[src/rtl/whack_score_tracker.sv]
// whack_score_tracker: clocked score keeper for the whack-a-mole game.
// It edge-detects the per-hole whack levels and the start level. It scores hits
// with a combo multiplier, subtracts a penalty for each miss, saturates the score
// at the top and floors it at zero. It runs the IDLE/PLAY/DONE session machine
// and keeps the best final score since reset.
// Optional build macro: SCORE_BCD_EN adds score_bcd/bcd_valid, which come from
// a sequential double-dabble converter that feeds the 7-segment driver.
//
// state  | meaning
// -------+---------------------------------------------------------------
// IDLE   | after reset; waiting for a start rising edge
// PLAY   | game running; hits/misses update score, streak and multiplier
// DONE   | game ended; score and high_score held until the next start edge
module whack_score_tracker #(
   parameter int N_HOLES   = 9,
   parameter int SCORE_W   = 16,
   parameter int HIT_PTS   = 1,
   parameter int MISS_PTS  = 1,
   parameter int COMBO_LEN = 4,
   parameter int MAX_MULT  = 4,
   localparam int MULT_W   = $clog2(MAX_MULT + 1)
`ifdef SCORE_BCD_EN
   ,
   localparam int BCD_DIGITS = (SCORE_W * 302 + 1999) / 1000
`endif
) (
   input  logic               clk,
   input  logic               rst_n,
   input  logic               start,
   input  logic               game_over,
   input  logic [N_HOLES-1:0] whack,
   input  logic               miss,
   output logic [SCORE_W-1:0] score,
   output logic [SCORE_W-1:0] high_score,
   output logic [MULT_W-1:0]  mult,
   output logic               playing,
   output logic               new_high
`ifdef SCORE_BCD_EN
   ,
   output logic [4*BCD_DIGITS-1:0] score_bcd,
   output logic                    bcd_valid
`endif
);

   localparam int HITS_W     = $clog2(N_HOLES + 1);
   localparam int GAIN_MAX   = N_HOLES * HIT_PTS * MAX_MULT;
   localparam int CALC_W     = SCORE_W + $clog2(GAIN_MAX + 1) + 1;
   localparam int STREAK_MAX = COMBO_LEN * (MAX_MULT - 1);
   localparam int STREAK_W   = $clog2(STREAK_MAX + N_HOLES + 1);

   typedef enum logic [1:0] {
      S_IDLE = 2'd0,
      S_PLAY = 2'd1,
      S_DONE = 2'd2
   } state_t;

   state_t               state_q;
   logic [SCORE_W-1:0]   score_q, score_d;
   logic [SCORE_W-1:0]   high_q;
   logic [MULT_W-1:0]    mult_q, mult_d;
   logic [STREAK_W-1:0]  streak_q, streak_d;
   logic                 playing_q;
   logic                 new_high_q;
   logic [N_HOLES-1:0]   whack_q;
   logic                 start_q;
   // Stays low for the first cycle after reset, so a start level that is
   // already high when reset releases does not count as a rising edge.
   logic                 start_armed_q;

   logic [N_HOLES-1:0]   whack_rise;
   logic [HITS_W-1:0]    hits;
   logic                 start_rise;
   logic [CALC_W-1:0]    calc;
   logic [STREAK_W-1:0]  streak_sum;
   logic [STREAK_W-1:0]  streak_step;

   // Edge detection and hit count for this cycle.
   always_comb begin
      whack_rise = whack & ~whack_q;
      start_rise = start & ~start_q & start_armed_q;
      hits       = '0;
      for (int i = 0; i < N_HOLES; i++) begin
         hits = hits + HITS_W'(whack_rise[i]);
      end
   end

   // Next score: it is a two's-complement sum in a wide word, then clamped to
   // the range [0, 2^SCORE_W-1]. The MSB set means the sum went negative.
   always_comb begin
      calc = CALC_W'(score_q)
           + CALC_W'(hits) * CALC_W'(HIT_PTS) * CALC_W'(mult_q)
           - (miss ? CALC_W'(MISS_PTS) : '0);
      if (calc[CALC_W-1]) begin
         score_d = '0;
      end else if (|calc[CALC_W-2:SCORE_W]) begin
         score_d = '1;
      end else begin
         score_d = calc[SCORE_W-1:0];
      end
   end

   // Next streak and multiplier. A miss resets both; hits in the same cycle
   // have already been scored at the old multiplier above.
   always_comb begin
      streak_sum = streak_q + STREAK_W'(hits);
      if (miss) begin
         streak_d = '0;
      end else if (streak_sum > STREAK_W'(STREAK_MAX)) begin
         streak_d = STREAK_W'(STREAK_MAX);
      end else begin
         streak_d = streak_sum;
      end
      streak_step = streak_d / STREAK_W'(COMBO_LEN);
      if (streak_step >= STREAK_W'(MAX_MULT - 1)) begin
         mult_d = MULT_W'(MAX_MULT);
      end else begin
         mult_d = MULT_W'(streak_step) + MULT_W'(1);
      end
   end

   // Session FSM with registered score, multiplier and status outputs.
   always_ff @(posedge clk or negedge rst_n) begin
      if (!rst_n) begin
         state_q       <= S_IDLE;
         score_q       <= '0;
         high_q        <= '0;
         mult_q        <= MULT_W'(1);
         streak_q      <= '0;
         playing_q     <= 1'b0;
         new_high_q    <= 1'b0;
         whack_q       <= '0;
         start_q       <= 1'b0;
         start_armed_q <= 1'b0;
      end else begin
         whack_q       <= whack;
         start_q       <= start;
         start_armed_q <= 1'b1;
         new_high_q    <= 1'b0;
         case (state_q)
            S_PLAY: begin
               if (game_over) begin
                  state_q   <= S_DONE;
                  playing_q <= 1'b0;
                  if (score_q > high_q) begin
                     high_q     <= score_q;
                     new_high_q <= 1'b1;
                  end
               end else begin
                  score_q  <= score_d;
                  streak_q <= streak_d;
                  mult_q   <= mult_d;
               end
            end
            default: begin
               if (start_rise) begin
                  state_q   <= S_PLAY;
                  playing_q <= 1'b1;
                  score_q   <= '0;
                  streak_q  <= '0;
                  mult_q    <= MULT_W'(1);
               end
            end
         endcase
      end
   end

   assign score      = score_q;
   assign high_score = high_q;
   assign mult       = mult_q;
   assign playing    = playing_q;
   assign new_high   = new_high_q;

`ifdef SCORE_BCD_EN
   localparam int BCD_W = 4 * BCD_DIGITS;
   localparam int CNT_W = $clog2(SCORE_W + 1);

   logic [SCORE_W-1:0] src_q;
   logic [SCORE_W-1:0] sh_q, sh_nx;
   logic [BCD_W-1:0]   acc_q, acc_adj, acc_nx;
   logic [BCD_W-1:0]   bcd_q;
   logic [CNT_W-1:0]   cnt_q;
   logic               busy_q;

   // One double-dabble step: add 3 to each digit that is >= 5, then shift left.
   always_comb begin
      acc_adj = acc_q;
      for (int d = 0; d < BCD_DIGITS; d++) begin
         if (acc_adj[4*d +: 4] >= 4'd5) begin
            acc_adj[4*d +: 4] = acc_adj[4*d +: 4] + 4'd3;
         end
      end
      {acc_nx, sh_nx} = {acc_adj[BCD_W-2:0], sh_q, 1'b0};
   end

   // Converter sequencing. Any change of score restarts the conversion, and a
   // down-counter counts the SCORE_W shift steps. The visible value is only
   // updated when a conversion completes.
   always_ff @(posedge clk or negedge rst_n) begin
      if (!rst_n) begin
         src_q  <= '0;
         sh_q   <= '0;
         acc_q  <= '0;
         bcd_q  <= '0;
         cnt_q  <= '0;
         busy_q <= 1'b0;
      end else if (score_q != src_q) begin
         src_q  <= score_q;
         sh_q   <= score_q;
         acc_q  <= '0;
         cnt_q  <= CNT_W'(SCORE_W);
         busy_q <= 1'b1;
      end else if (busy_q) begin
         sh_q  <= sh_nx;
         acc_q <= acc_nx;
         cnt_q <= cnt_q - CNT_W'(1);
         if (cnt_q == CNT_W'(1)) begin
            bcd_q  <= acc_nx;
            busy_q <= 1'b0;
         end
      end
   end

   assign score_bcd = bcd_q;
   assign bcd_valid = !busy_q && (src_q == score_q);
`endif

endmodule

[config.mk]
export PLATFORM = sky130hd
export DESIGN_NAME = whack_score_tracker
export DESIGN_NICKNAME = d
export VERILOG_FILES = /design/src/rtl/whack_score_tracker.sv
export SDC_FILE = /design/constraint.sdc
export NUM_CORES = 1
export LEC_CHECK = 0
export ABC_AREA = 1
export CORE_MARGIN = 8
export CORE_UTILIZATION = 30
export DETAILED_ROUTE_END_ITERATION = 7
export PLACE_DENSITY = 0.52
export SLEW_MARGIN = 10
export SYNTH_ARGS = -nofsm -noshare
export SYNTH_HDL_FRONTEND = slang
export SYNTH_SLANG_ARGS = --single-unit
[constraint.sdc]
create_clock -name clk -period 6.9 [get_ports clk]
set_input_delay 1.035 -clock clk [delete_from_list [all_inputs] [get_ports clk]]
set_output_delay 1.035 -clock clk [all_outputs]
set_load 0.1 [all_outputs]
==> summary.md, run 1 <==
| Metric | Value |
|---|---|
| Status | finished, final reports clean |
| Die span in x | 136 um |
| Max Clk Rate | about 150 MHz |
| Cell taking the most area after synthesis | dfrtp_1 |
| Initial antenna violation count | 0 |
| H-tree Lvls | 2 |
| Final Critical Period | between 6 and 7 ns |
| Via/cell ratio | approximately 4.4 |
| Register area | between 1000 and 1500 um^2 |
| Synthesized cell area | 4340 um^2 |
| Worst EP required | 7.09 ns |
| Fraction of registers with async set/reset | 100% |
| Util after Layout | 38.2% |
| Area contributors post-synth | dfrtp_1, nand2_1, ha_1 |
| Root buf cell | clkbuf_16 |
| Largest net degree at the start of global routing | 55 |
| Max Buffers Root-to-Sink | 2 |
| Drt first pass iters | 4 |
| Final worst setup slack | 0.357 ns |
| Initial core utilization | between 30 and 40% |
| Core ar. | ~14000 um^2 |
| Placer congestion estimate | 0.879 |
| Sequential cell area fraction in the yosys report | 31.2% |
| Layout Skew | around 0.014 ns |
| Drt first-iter violations | 120 |
| Final setup fails | 0 |
| Buffers on Ports | 50 |
| Post-DP Area | ~5300 um^2 |
| Post-Synthesis Mean Instance Area | 7.37 um^2 |
| Crit path launch type | primary input |
| Worst path slowest cell | fa_1 |
| Worst-Margin Slew | 0.995 ns |
| Worst-path clk slew | 0.07 ns |
| Synth cell types | 29 |
| Max-slew headroom | between 30 and 40% |
| Multi-input gate area | about 2500 um^2 |
| Yosys top cell area share | between 30% and 40% |
| DR WL/cell | approximately 13 um |
| Die Ht | 136 um |
| Layout cell share with drive strength beyond 1 | between 10% and 20% |
| Synth warn | 0 |
| Top FF cell, synth | dfrtp_1 |
| Crit share post-route | between 90% and 100% |
| Post-synth EDFFs | 0 |
| Max-Cap Viols | 0 |
| Die area | around 19000 um^2 |
| Critical path's largest stage delay | 0.53 ns |
| Design Area, Final | 5470 um^2 |
| Worst endpoint data arrival time | ~6.7 ns |
| DRC viols | 0 |
| Fill count | between 1500 and 2000 |
| DRT antenna net count | 0 |
| Core Rows | 44 |
| Total CTS buffers | 5 |
| Layout area overhead | 26.2% |
| N_diodes | 0 |
| Fin. max-slew vios | 0 |
| # IOs | 51 |
| CP Class | primary input to flip-flop |
| Commonest cells in the netlist | nand2_1, inv_1, dfrtp_1 |
| Grt total ovfl | 0 |
| RSZ-0062 raised after global routing | false |
| Synth Instances | a little under 600 |
| CP Capture Type | flip-flop |
| Clock Sinks | between 50 and 60 |
| Nets | around 750 |
| Count leader, synth | nand2_1 |
| Vias in the first global route | a little under 4000 |
| Hold-fix buffers, CTS | 0 |
| Synth Register Bits | between 50 and 60 |
| CTS tree | yes |
| Total length of routed wires | roughly 11 mm |
| DP HPWL | slightly above 9 mm |
| Global-route wire length before repair | ~19 mm |
| Insertion delay to the later sink of the worst-skew pair | between 0.3 and 0.4 ns |
| Worst Path Max Fanout | 4 |
| Hold/Removal Path Class | flip-flop to flip-flop |
| Hold Vio Cnt, Final | 0 |
| Dpl ws | -0.477 ns |
| Via count | between 3000 and 4000 |
| Total Routing Usage GR | 13.1% |
| Worst hold slack | roughly 0.5 ns |
worst max-delay path, delay by kind of cell:
family	cells	cell delay, ns
adders and majority gates	9	3.61
buffers and inverters	8	0.61
AOI/OAI and AO/OA	2	0.29
and+or+nand+nor	12	1.17
state kept, by name, summed over array words and instances, names as in the netlist:
| register | flops |
|---|---|
| start_q | 1 |
| new_high | 1 |
| state_q | 2 |
| whack_q | 9 |
| mult | 3 |
| streak_q | 5 |
| score | 16 |
| start_armed_q | 1 |
| high_score | 16 |
area by class of cell:
cell class,count,area share (%)
clock buffers,5,2.29
clock inverters,3,0.526
multi-input cells,396,45.2
repair buffers,84,13.9
well taps,184,4.21
inverters,134,9.19
flip-flops and latches,54,24.7
per-stage QoR:
| step | instances | setup TNS (ns) |
|---|---|---|
| finish | 860 | 0 |
| floorplan | 590 | 0 |
| detailed placement | 851 | -6.85 |
| global route | 860 | 0 |
| CTS | 860 | 0 |
| global placement | 851 | -5.44 |
path summary, 6_finish.rpt:
| check | slack, ns | startpoint | to | depth (start not counted) |
|---|---|---|---|---|
| hold / removal | 0.50 | high_score[5] | high_score[5] | 2 |
| setup / recovery | 0.36 | whack[0] | score[7] | 31 |
| setup reg to reg | 0.92 | whack_q[0] | score[7] | 29 |
| max in group asynchronous | 5.55 | rst_n | score[7] | 2 |
| hold reg to reg | 0.50 | high_score[5] | high_score[5] | 2 |
| min in group asynchronous | 0.87 | rst_n | score[6] | 2 |
routing by layer:
layer	GRT usage, %	routed length [um]	up-vias
met1	15.5	5080	1737
li1	-	-	1974
met5	0	0	-
met4	2.50	87	0
met2	23.3	5600	59
met3	3.44	535	9
cell families (layout without fill, tap and decap cells):
family	count (synthesis)	in the layout	share of synthesized area (%)
and+or+nand+nor	262	262	25.7
xor gates and xnor gates	9	9	1.82
other	1	2	0.0864
AOI/OAI and AO/OA	58	58	7.50
DFF	54	54	31.2
buffers and inverters	140	226	12.4
adders and majority gates	65	65	21.3
repair_timing:
action / CTS / global route
gates resized for setup: 4 / 10
pin swaps: 2 / 8
setup endpoints to repair: 15 / 16
buffers inserted: 1 / 0
cells in the final DEF (no fill, tap or decap):
cell               n
nand2_1          172
inv_1            131
dfrtp_1           53
ha_1              50
clkdlybuf4s50_1   46
nor2_1            33
buf_4             33
nand3_1           24
a21oi_1           21
o21ai_0           18
fa_1              13
o21bai_1          11
nand4_1           10
nand2_2            9
o21ai_1            7
xor2_1             6
clkbuf_16          5
inv_2              3
or2_2              3
xnor2_1            3
dlymetal6s2s_1     3
and2_1             2
nand3_4            2
nor3_1             2
fa_2               2
conb_1             2
nand3b_1           1
a31oi_2            1
nand3_2            1
nor2_2             1
nor3_2             1
nor2_4             1
inv_6              1
inv_8              1
clkinv_4           1
buf_2              1
dfstp_2            1
buf_6              1
Power of run 1 is not shown: default switching activity piles up to over one toggle a cycle in this logic, so the estimate is an artifact.
==> run 2: changes to the inputs <==
--- a/config.mk
+++ b/config.mk
@@ -8,6 +8,7 @@
 export ABC_AREA = 1
 export CORE_MARGIN = 8
 export CORE_UTILIZATION = 30
+export CTS_CLUSTER_SIZE = 12
 export DETAILED_ROUTE_END_ITERATION = 7
 export PLACE_DENSITY = 0.52
 export SLEW_MARGIN = 10
==> results of run 2 <==
Final layout, timing and power as in run 1 (identical DEF).
Power of run 2 is left out for the same reason.
